===== config.mk =====
export PLATFORM = sky130hd
export DESIGN_NAME = g_udp_tx_sched_flat
export DESIGN_NICKNAME = d
export VERILOG_FILES = /design/src/rtl/g_udp_tx_sched_if.sv /design/src/rtl/g_udp_tx_sched.sv /design/src/flat_wrapper.sv
export SDC_FILE = /design/constraint.sdc
export NUM_CORES = 1
export LEC_CHECK = 0
export ABC_AREA = 0
export CAP_MARGIN = 0
export CORE_AREA = 5 5 121 123
export CTS_CLUSTER_DIAMETER = 100
export DETAILED_ROUTE_END_ITERATION = 10
export DIE_AREA = 0 0 126 128
export DONT_BUFFER_PORTS = 1
export RECOVER_POWER = 100
export SETUP_SLACK_MARGIN = 0.2
export SYNTH_ARGS = -nofsm -noshare
export SYNTH_HDL_FRONTEND = slang
export SYNTH_SLANG_ARGS = --single-unit

===== constraint.sdc =====
create_clock -name clk -period 4.1 [get_ports clk]
set_clock_uncertainty 0.2 [all_clocks]
set_input_delay 0 -clock clk [delete_from_list [all_inputs] [get_ports clk]]
set_output_delay 0 -clock clk [all_outputs]
set_load 0.03 [all_outputs]

===== src/rtl/g_udp_tx_sched_if.sv =====
// Bus between the UDP TX scheduler, its payload sources and the transmit engine.
// fsm_state carries the scheduler state encoding for observation only.
interface g_udp_tx_sched_if #(
    parameter int NUM_REQ = 4
);
    // Source handshake: req[i] is a level held (with req_len slice i stable) until
    // the one-cycle ack[i] pulse; the source drops req[i] on the following cycle.
    // err[i] only ever pulses together with ack[i].
    logic [NUM_REQ-1:0]    req;
    logic [16*NUM_REQ-1:0] req_len;
    logic [NUM_REQ-1:0]    ack;
    logic [NUM_REQ-1:0]    err;
    logic [9*NUM_REQ-1:0]  src_rd_addr;
    logic [32*NUM_REQ-1:0] src_rd_data;
    logic [8:0]            eng_rd_addr;
    logic [31:0]           eng_rd_data;
    logic [15:0]           tx_data_length;
    logic [15:0]           tx_total_length;
    logic                  eng_start;
    logic                  eng_done;
    logic [NUM_REQ-1:0]    grant;
    logic                  busy;
    logic [2:0]            fsm_state;

    modport master (
        input  req, req_len, src_rd_data, eng_rd_addr, eng_done,
        output ack, err, src_rd_addr, eng_rd_data, tx_data_length, tx_total_length,
               eng_start, grant, busy, fsm_state
    );

    modport slave (
        output req, req_len, src_rd_data, eng_rd_addr, eng_done,
        input  ack, err, src_rd_addr, eng_rd_data, tx_data_length, tx_total_length,
               eng_start, grant, busy, fsm_state
    );
endinterface


===== src/rtl/g_udp_tx_sched.sv =====
// Round-robin owner selection for the shared UDP/IP transmit engine: length
// latching, engine start, payload-RAM steering, completion timeout and inter-frame gap.
module g_udp_tx_sched #(
    parameter int NUM_REQ        = 4,
    parameter int IFG_CYCLES     = 12,
    parameter int TIMEOUT_CYCLES = 4096,
    parameter int MIN_PAYLOAD    = 18,
    parameter int MAX_PAYLOAD    = 1472
) (
    input  logic clk,
    input  logic reset_n,
    g_udp_tx_sched_if.master bus
);
    localparam int PW = (NUM_REQ > 1) ? $clog2(NUM_REQ) : 1;
    localparam int TW = (TIMEOUT_CYCLES > 1) ? $clog2(TIMEOUT_CYCLES) : 1;
    localparam int GW = (IFG_CYCLES > 1) ? $clog2(IFG_CYCLES) : 1;

    typedef enum logic [2:0] {
        S_IDLE  = 3'd0,
        S_ARB   = 3'd1,
        S_LOAD  = 3'd2,
        S_START = 3'd3,
        S_WAIT  = 3'd4,
        S_GAP   = 3'd5
    } state_t;

    state_t               state;
    logic [PW-1:0]        ptr;
    logic [PW-1:0]        owner;
    logic [NUM_REQ-1:0]   grant_r;
    logic [NUM_REQ-1:0]   ack_r;
    logic [NUM_REQ-1:0]   err_r;
    logic                 eng_start_r;
    logic [15:0]          data_len_r;
    logic [15:0]          total_len_r;
    logic [TW-1:0]        timer;
    logic [GW-1:0]        gap_cnt;

    logic [2*NUM_REQ-1:0] req_rot;
    logic [PW-1:0]        win_off;
    logic [PW:0]          win_sum;
    logic [PW-1:0]        win_idx;
    logic [PW-1:0]        ptr_next;
    logic [NUM_REQ-1:0]   win_oh;
    logic                 win_found;
    logic [15:0]          cur_len;
    logic [15:0]          pad_len;
    logic                 len_bad;

    // Rotate the request vector so the pointer position lands at bit 0; the lowest
    // set bit is then the distance from the pointer to the winner.
    always_comb begin
        req_rot   = {bus.req, bus.req} >> ptr;
        win_off   = '0;
        win_found = 1'b0;
        for (int k = NUM_REQ - 1; k >= 0; k--) begin
            if (req_rot[k]) begin
                win_off   = PW'(k);
                win_found = 1'b1;
            end
        end
        win_sum = {1'b0, ptr} + {1'b0, win_off};
        win_idx = (win_sum >= (PW+1)'(NUM_REQ)) ? PW'(win_sum - (PW+1)'(NUM_REQ)) : PW'(win_sum);
        ptr_next = (win_idx == PW'(NUM_REQ - 1)) ? '0 : win_idx + PW'(1);
        win_oh = '0;
        win_oh[win_idx] = 1'b1;
    end

    always_comb begin
        cur_len = '0;
        for (int i = 0; i < NUM_REQ; i++) begin
            if (owner == PW'(i)) cur_len = bus.req_len[16*i +: 16];
        end
        pad_len = (cur_len < 16'(MIN_PAYLOAD)) ? 16'(MIN_PAYLOAD) : cur_len;
        len_bad = (cur_len == 16'd0) || (cur_len > 16'(MAX_PAYLOAD));
    end

    // Read steering is purely combinational so the engine keeps its native RAM latency.
    always_comb begin
        bus.src_rd_addr = '0;
        bus.eng_rd_data = '0;
        for (int i = 0; i < NUM_REQ; i++) begin
            if (grant_r[i]) begin
                bus.src_rd_addr[9*i +: 9] = bus.eng_rd_addr;
                bus.eng_rd_data = bus.eng_rd_data | bus.src_rd_data[32*i +: 32];
            end
        end
    end

    always_ff @(posedge clk or negedge reset_n) begin
        if (!reset_n) begin
            state       <= S_IDLE;
            ptr         <= '0;
            owner       <= '0;
            grant_r     <= '0;
            ack_r       <= '0;
            err_r       <= '0;
            eng_start_r <= 1'b0;
            data_len_r  <= '0;
            total_len_r <= '0;
            timer       <= '0;
            gap_cnt     <= '0;
        end else begin
            ack_r       <= '0;
            err_r       <= '0;
            eng_start_r <= 1'b0;
            case (state)
                S_IDLE: if (|bus.req) state <= S_ARB;
                S_ARB: begin
                    if (win_found) begin
                        grant_r <= win_oh;
                        owner   <= win_idx;
                        ptr     <= ptr_next;
                        state   <= S_LOAD;
                    end else begin
                        state <= S_IDLE;
                    end
                end
                S_LOAD: begin
                    if (len_bad) begin
                        ack_r   <= grant_r;
                        err_r   <= grant_r;
                        grant_r <= '0;
                        gap_cnt <= '0;
                        state   <= S_GAP;
                    end else begin
                        data_len_r  <= pad_len + 16'd8;
                        total_len_r <= pad_len + 16'd28;
                        eng_start_r <= 1'b1;
                        state       <= S_START;
                    end
                end
                S_START: begin
                    timer <= '0;
                    state <= S_WAIT;
                end
                S_WAIT: begin
                    // A completion on the timeout cycle still wins.
                    if (bus.eng_done) begin
                        ack_r   <= grant_r;
                        grant_r <= '0;
                        gap_cnt <= '0;
                        state   <= S_GAP;
                    end else if (timer == TW'(TIMEOUT_CYCLES - 1)) begin
                        ack_r   <= grant_r;
                        err_r   <= grant_r;
                        grant_r <= '0;
                        gap_cnt <= '0;
                        state   <= S_GAP;
                    end else begin
                        timer <= timer + TW'(1);
                    end
                end
                S_GAP: begin
                    if (gap_cnt == GW'(IFG_CYCLES - 1)) state <= S_IDLE;
                    else gap_cnt <= gap_cnt + GW'(1);
                end
                default: state <= S_IDLE;
            endcase
        end
    end

    assign bus.ack             = ack_r;
    assign bus.err             = err_r;
    assign bus.grant           = grant_r;
    assign bus.eng_start       = eng_start_r;
    assign bus.tx_data_length  = data_len_r;
    assign bus.tx_total_length = total_len_r;
    assign bus.busy            = (state != S_IDLE);
    assign bus.fsm_state       = state;
endmodule


===== src/flat_wrapper.sv =====
// flat-port wrapper written by rule: the top's interface ports become plain ports
module g_udp_tx_sched_flat 
#(
    parameter int NUM_REQ        = 4,
    parameter int IFG_CYCLES     = 12,
    parameter int TIMEOUT_CYCLES = 4096,
    parameter int MIN_PAYLOAD    = 18,
    parameter int MAX_PAYLOAD    = 1472
)
  (clk, reset_n, bus_req, bus_req_len, bus_src_rd_data, bus_eng_rd_addr, bus_eng_done, bus_ack, bus_err, bus_src_rd_addr, bus_eng_rd_data, bus_tx_data_length, bus_tx_total_length, bus_eng_start, bus_grant, bus_busy, bus_fsm_state);
  g_udp_tx_sched_if #(.NUM_REQ(NUM_REQ)) bus_i ();
  input  logic clk;
  input  logic reset_n;
  input wire logic [$bits(bus_i.req)-1:0] bus_req;
  input wire logic [$bits(bus_i.req_len)-1:0] bus_req_len;
  input wire logic [$bits(bus_i.src_rd_data)-1:0] bus_src_rd_data;
  input wire logic [$bits(bus_i.eng_rd_addr)-1:0] bus_eng_rd_addr;
  input wire logic [$bits(bus_i.eng_done)-1:0] bus_eng_done;
  output wire logic [$bits(bus_i.ack)-1:0] bus_ack;
  output wire logic [$bits(bus_i.err)-1:0] bus_err;
  output wire logic [$bits(bus_i.src_rd_addr)-1:0] bus_src_rd_addr;
  output wire logic [$bits(bus_i.eng_rd_data)-1:0] bus_eng_rd_data;
  output wire logic [$bits(bus_i.tx_data_length)-1:0] bus_tx_data_length;
  output wire logic [$bits(bus_i.tx_total_length)-1:0] bus_tx_total_length;
  output wire logic [$bits(bus_i.eng_start)-1:0] bus_eng_start;
  output wire logic [$bits(bus_i.grant)-1:0] bus_grant;
  output wire logic [$bits(bus_i.busy)-1:0] bus_busy;
  output wire logic [$bits(bus_i.fsm_state)-1:0] bus_fsm_state;
  assign bus_i.req = bus_req;
  assign bus_i.req_len = bus_req_len;
  assign bus_i.src_rd_data = bus_src_rd_data;
  assign bus_i.eng_rd_addr = bus_eng_rd_addr;
  assign bus_i.eng_done = bus_eng_done;
  assign bus_ack = bus_i.ack;
  assign bus_err = bus_i.err;
  assign bus_src_rd_addr = bus_i.src_rd_addr;
  assign bus_eng_rd_data = bus_i.eng_rd_data;
  assign bus_tx_data_length = bus_i.tx_data_length;
  assign bus_tx_total_length = bus_i.tx_total_length;
  assign bus_eng_start = bus_i.eng_start;
  assign bus_grant = bus_i.grant;
  assign bus_busy = bus_i.busy;
  assign bus_fsm_state = bus_i.fsm_state;
  g_udp_tx_sched #(.NUM_REQ(NUM_REQ), .IFG_CYCLES(IFG_CYCLES), .TIMEOUT_CYCLES(TIMEOUT_CYCLES), .MIN_PAYLOAD(MIN_PAYLOAD), .MAX_PAYLOAD(MAX_PAYLOAD)) u_core (.clk(clk), .reset_n(reset_n), .bus(bus_i));
endmodule

-- After elaboration in Yosys (flattened, before gate mapping)
Cells that the tools add are included.
- logic and storage cells: 113
- input port bits: 208
- output and inout port bits: 117
- bits in registers: 68
- $lt $le $gt $ge: 5
- reduce and logical (&&, ||, !) cells: 16
- add/subtract/negate cells: 7
- shift-type cells: 1
- mux-type cells: 50
- eq/ne operators: 19
- bitwise logic cells: 4
- operators with widths (cell ; count):
    32-bit 2-to-1 mux ; 4
    32-bit bitwise OR ; 3
    16-bit 2-to-1 mux ; 5
    4-bit 2-to-1 mux ; 9
    9-bit 2-to-1 mux ; 4
    12-bit 2-to-1 mux ; 2
    12-bit one-hot mux with 2 select lines ; 1
    4-bit one-hot mux with 3 select lines ; 2
    3-bit one-hot mux with 6 select lines ; 1
    16-bit by 4-bit adder with 16-bit output (second input constant) ; 1
    16-bit by 5-bit adder with 16-bit output (second input constant) ; 1
    16-bit by 11-bit > comparator with 1-bit output (second input constant) ; 1
    16-bit zero test ; 1
    16-bit by 5-bit less-than comparator with 1-bit output (second input constant) ; 1
    4-bit one-hot mux with 2 select lines ; 2
    3-bit 2-to-1 mux ; 5
    2-bit 2-to-1 mux ; 7
    12-bit by 1-bit adder with 12-bit output (second input constant) ; 1
    12-bit equality test (second input constant) ; 1
    3-bit nonzero test ; 3
    2-bit by 1-bit != test with 1-bit output (second input constant) ; 4
    4-bit AND reduction ; 2
    8-bit by 2-bit >> shifter with 4-bit output ; 1
    1-bit 2-to-1 mux ; 7
    other kinds (25) ; 33

-- Depth between registers and ports, before layout
- depth in word-level cells: 14
- gate-level depth with buffers: 12
- depth with buffers taken out: 11

-- Worst setup path after synthesis
Ideal clock, no wire load.
- path type: reg-to-reg
- from: reg u_core.owner[0]
- to: reg u_core.grant_r[0], in the netlist u_core.bus.grant[0]
- cell stages (with the launch flop): 9
- required time: 3.772 ns
- library setup time: 0.128 ns
- path slack: 0.581 ns
- data arrival time: 3.191 ns
- path buffers: 1
- clock period less this slack: 3.519 ns
- cells stage by stage: dfrtp_1 > buf_6 > mux4_2 > or3_1 > o211a_1 > or4b_4 > or3_4 > nand2_1 > mux2_1
- cells in the longest elaborated chain, start to end: 9
- elaborated cells on any way between the ends: 13
- those cells by class: 1 x order compare; 4 x eq/ne; 4 x mux; 4 x reduce/logical
- RTL lines (item ; RTL line ; RTL):
    from (decl) ; g_udp_tx_sched.sv:29 ; logic [PW-1:0] owner;
    from (signal assigned) ; g_udp_tx_sched.sv:112 ; owner <= win_idx;
    2-bit zero test ; g_udp_tx_sched.sv:72 ; if (owner == PW'(i)) cur_len = bus.req_len[16*i +: 16];
    16-bit 2-to-1 mux (3 in series) ; g_udp_tx_sched.sv:72 ;
    16-bit 2-to-1 mux * ; g_udp_tx_sched.sv:72 ;
    16-bit by 11-bit > comparator with 1-bit output / 16-bit zero test (equally long branches) ; g_udp_tx_sched.sv:75 ; len_bad = (cur_len == 16'd0) || (cur_len > 16'(MAX_PAYLOAD));
    1-bit logical OR * ; g_udp_tx_sched.sv:75 ;
    2-bit by 1-bit != test with 1-bit output (no source line) * ; - ;
    4-bit AND reduction (no source line) * ; - ;
    to (signal assigned) ; g_udp_tx_sched.sv:111 ; grant_r <= win_oh;
    to (decl) ; g_udp_tx_sched.sv:30 ; logic [NUM_REQ-1:0] grant_r;
Mark *: on every way between the ends. The rest lies on a longest branch, timed or not.
A chain may end at the register's enable or synchronous reset.

-- Worst setup path after layout
- from: reg u_core.owner[0]
- to: reg u_core.data_len_r[2], in the netlist u_core.bus.tx_data_length[2]
- cells in the longest elaborated chain, start to end: 9
- elaborated cells on any way between the ends: 16
- those cells by class: 1 x add/sub; 2 x order compare; 3 x eq/ne; 5 x mux; 1 x bitwise; 4 x reduce/logical
- RTL lines (item ; RTL line ; RTL):
    2-bit zero test ; g_udp_tx_sched.sv:72 ;
    16-bit 2-to-1 mux (3 in series) ; g_udp_tx_sched.sv:72 ;
    16-bit 2-to-1 mux * ; g_udp_tx_sched.sv:72 ;
    parallel branches: the longest is 4 deep, another holds 16-bit by 5-bit less-than comparator with 1-bit output ; - ;
    to (signal assigned) ; g_udp_tx_sched.sv:127 ; data_len_r <= pad_len + 16'd8;
    to (decl) ; g_udp_tx_sched.sv:34 ; logic [15:0] data_len_r;
Every way passes the cells marked *.

==> results by stage <==
CTS:
- The number of levels in the clock H-tree is 3.
- The post-CTS clock slew at the launch and capture registers of the worst setup and hold paths is 50 ps.
- The cell at the root of the clock tree is clkbuf_16.
- The CTS tree is done.
- The clock latency on the worst-skew pair is 330 ps.
- The number of buffers inserted during clock tree synthesis is 9.
- The maximum buffer depth of the clock tree is 2.
- The tree built by TritonCTS fans out to 66 sinks.

Floorplanning:
- The die covers 16100 um2.
- For this design the top-level I/O count stands at 325.
- The number of standard-cell rows in the floorplan is 43.
- The chip width is 126 um.
- The die extent in y is 128 um.
- For this configuration, the core starts out at a cell density of 33.1%.
- The area inside the core boundary is 13600 um2.

Status:
- The final reports fail on max-capacitance violations, max-slew violations.
- The run finished, with violations left.

Drt:
- The routed layout has 3955 vias.
- The average vias per placed instance is 5.75.
- The number of nets with antenna violations after routing is 0.
- The violation count after the first detailed-route iteration is 261.
- Dividing the detail-routed wire length by the instance count gives 22.0 um.
- The count of unresolved DRC violations after routing is 0.
- The final routed wirelength across all metal layers is 15.1 mm.
- The detailed-routing iteration count for the pre-antenna-repair pass is 4.

Global routing:
- The largest net degree at the start of global routing is 67.
- The overall track demand over capacity in global routing is 17.2%.
- The first global-routing pass estimated 21.9 mm of wire.
- The aggregate global routing overflow is 0.
- The initial antenna violation count was 3.
- The via count of the first global-routing pass is 3879.

Finish:
- After filler insertion, the fill cell instance count of the layout stands at 1369.
- Once layout is done, the placed cells without fillers occupy 5040 um2.
- The share of final-layout standard cells stronger than drive strength 1 is 8.09%.
- Compared with the post-synthesis result, the final layout area differs by 12.4%.
- The layout net count is 722.

Critical path:
- The maximum net fanout on the critical path is 41.
- The worst setup path is launched from a register.
- STA classifies the critical path endpoint as a register.
- The critical path is of the reg2reg type.
- The critical path arrival is 3830 ps.
- For the worst setup path, the data required time is 4170 ps.

STA:
- The highest clock rate is 266 MHz.
- The slew at the pin closest to its max-slew limit is 1660 ps.
- After layout, the worst path uses 91.7% of the clock period.
- The max-slew violation count came to 180.
- The clock period could shrink to 3760 ps.
- The relative slew slack is -10.5%.
- The final sum of negative setup slack is 0 ps.
- Setup repair after global routing left no endpoint under its margin.
- The count of final hold-check violations is 0.
- The final number of setup-violating endpoints is 0.

Logic synthesis:
- The leading register cell type out of synthesis is dfrtp_1.
- The post-synth net total is 726.
- Summing the sequential cell areas from Yosys gives 36.8% of the chip area.
- The mean post-synth cell area is 8.84 um2.
- The combined area of all synthesized cells is 4480 um2.
- Counting every instance in the synthesized netlist gives 507.
- The count of different cell masters after synthesis is 44.
- The register bit count reported by yosys is 66.
- The yosys synthesis warning count is 0.
- For this run, asynchronously set or reset flops after synthesis account for 100%.
- The count of flip-flops with a built-in enable after synthesis is 0.

Pwr:
- The power density relative to cell area is 797 nW/um2.
- The standby leakage power is 2.21 nW.
- The worst IR drop on VDD is 253 uV.

Placed design:
- The HPWL reported at the end of detailed placement is 11.9 mm.
- At the end of routability-driven placement, the weighted congestion stood at 0.959.
- The number of I/O port buffers is 0.
- The instance area at placement is 4570 um2.

Min path:
- The tightest min-delay check is of the in2async type.

Flow run:
- The reported max-cap violation count is 4.
worst paths after layout:
kind / start / slack, ps / end / depth (start not counted)
worst max-delay path: u_core.owner[0]$_DFFE_PN0P_ / 340 / u_core.bus.tx_data_length[2]$_DFFE_PN0P_ / 9
min in group clk: bus_req_len[41] / 30 / u_core.bus.tx_total_length[9]$_DFFE_PN0P_ / 3
worst min-delay path: reset_n / 20 / u_core.bus.tx_data_length[10]$_DFFE_PN0P_ / 2
worst max register to register: u_core.owner[0]$_DFFE_PN0P_ / 340 / u_core.bus.tx_data_length[2]$_DFFE_PN0P_ / 9
max in group asynchronous: reset_n / 3400 / u_core.ptr[0]$_DFFE_PN0P_ / 2
worst min register to register: u_core.gap_cnt[1]$_DFFE_PN0P_ / 330 / u_core.gap_cnt[1]$_DFFE_PN0P_ / 2
synth_stat cells, types with 2 or more instances:
cell type  count  area, um2
or3_1          7       43.8
buf_6          4       45.0
a31oi_1        3       18.8
xnor2_1        7       61.3
o21ai_1       18       90.1
mux2i_1        2       20.0
a21o_1         2       15.0
dfrtp_1       66       1650
nor2_1        29        109
and2_1        60        375
nand3_1       12       60.1
o21ai_0        9       45.0
xor2_1        16        140
nand2b_1       3       18.8
buf_4          2       15.0
mux2_2         2       22.5
a22oi_1       64        480
ha_1          11        138
clkbuf_1      27        101
nand4_1        4       25.0
or4_1          5       37.5
nand2_1       85        319
a21oi_1       13       65.1
nor2b_1        3       18.8
o31ai_1        4       30.0
mux2_1         5       56.3
and3_1         7       43.8
inv_1          7       26.3
o221ai_1       2       17.5
mux4_2        12        270
buf_1          3       11.3
critical path, cell delays in order, from the launching register on:
cell     delay, ps
dfrtp_2        410
buf_4          190
mux4_2         550
or3_1          430
o211a_1        240
or4b_4         580
or3_1          490
buf_4          290
nor2_1         210
a21o_1         110
flip-flops by register name, indices dropped and copies added (netlist names):
name / count
u_core.bus.ack: 4
u_core.bus.eng_start: 1
u_core.bus.err: 4
u_core.bus.fsm_state: 3
u_core.bus.grant: 4
u_core.bus.tx_data_length: 14
u_core.bus.tx_total_length: 16
u_core.gap_cnt: 4
u_core.owner: 2
u_core.ptr: 2
u_core.timer: 12
placed cells by master, fill, tap and decap left out, drive strengths merged, types with 2 or more instances in the layout:
| cell type | n |
|---|---|
| inv | 8 |
| nor2b | 3 |
| clkinv | 2 |
| or3 | 8 |
| nand3 | 12 |
| clkbuf | 11 |
| nor2 | 29 |
| mux2i | 2 |
| nand2b | 3 |
| and3 | 7 |
| a21oi | 14 |
| dfrtp | 66 |
| nand4 | 4 |
| clkinvlp | 2 |
| nand2 | 85 |
| a21o | 2 |
| xor2 | 16 |
| mux2 | 7 |
| o221ai | 2 |
| o31ai | 4 |
| o21ai | 27 |
| ha | 11 |
| or4 | 5 |
| mux4 | 12 |
| a31oi | 3 |
| a22oi | 64 |
| buf | 7 |
| xnor2 | 7 |
| dlygate4sd3 | 14 |
| and2 | 60 |
kinds of logic after synthesis:
logic type	after synthesis	share of synthesized area (%)
and+or+nand+nor	220	24.5
AOI/OAI and AO/OA	121	18.2
DFF	66	36.8
buffers and inverters	45	4.63
xor gates and xnor gates	23	4.49
muxes	21	8.23
adders and majority gates	11	3.07
per-stage QoR:
stage	power, W	hold WS [ps]	utilization, %	instances	setup WS (ps)
2_1_floorplan	0.00285	-496	-	507	581
3_3_place_gp	0.00317	-494	33.7	654	308
3_5_place_dp	0.00320	-494	33.7	654	228
4_1_cts	0.00404	13.2	37.1	684	206
5_1_grt	0.00429	35.8	37.2	687	209
6_report	0.00402	22.0	37.2	688	339
metal layers:
layer  track usage, %  share of wire (%)  up-vias  wire (um)
li1                 -                  -     1797          -
met1             20.8                 39     1932       5940
met2             27.5                 48      199       7290
met3             8.46                 11       21       1620
met4             4.67                1.5        6        231
met5                0               0.19        -         29
power by group:
| group | total, W | switching (W) | internal (W) |
|---|---|---|---|
| registers | 0.00134 | 0.000554 | 0.000790 |
| clock network | 0.000757 | 0.000276 | 0.000481 |
| logic | 0.00191 | 0.00126 | 0.000659 |
cell type report:
| class | count | area (um2) | area share (%) |
|---|---|---|---|
| diodes | 1 | 2.50 | 0.0496 |
| clock buffers | 10 | 239 | 4.74 |
| clock inverters | 5 | 55.1 | 1.09 |
| inverters | 8 | 30.0 | 0.596 |
| multi-input cells | 396 | 2620 | 51.9 |
| flip-flops and latches | 66 | 1650 | 32.8 |
| well taps | 180 | 225 | 4.47 |
| repair buffers | 22 | 216 | 4.29 |
timing repair:
action	4_1_cts	5_1_grt
setup buffers	0	3
endpoints found under the hold margin	79	0
hold buffers	15	0
setup endpoints to repair	0	32
resized for setup	0	3
Power figures use the tool's default switching activity.
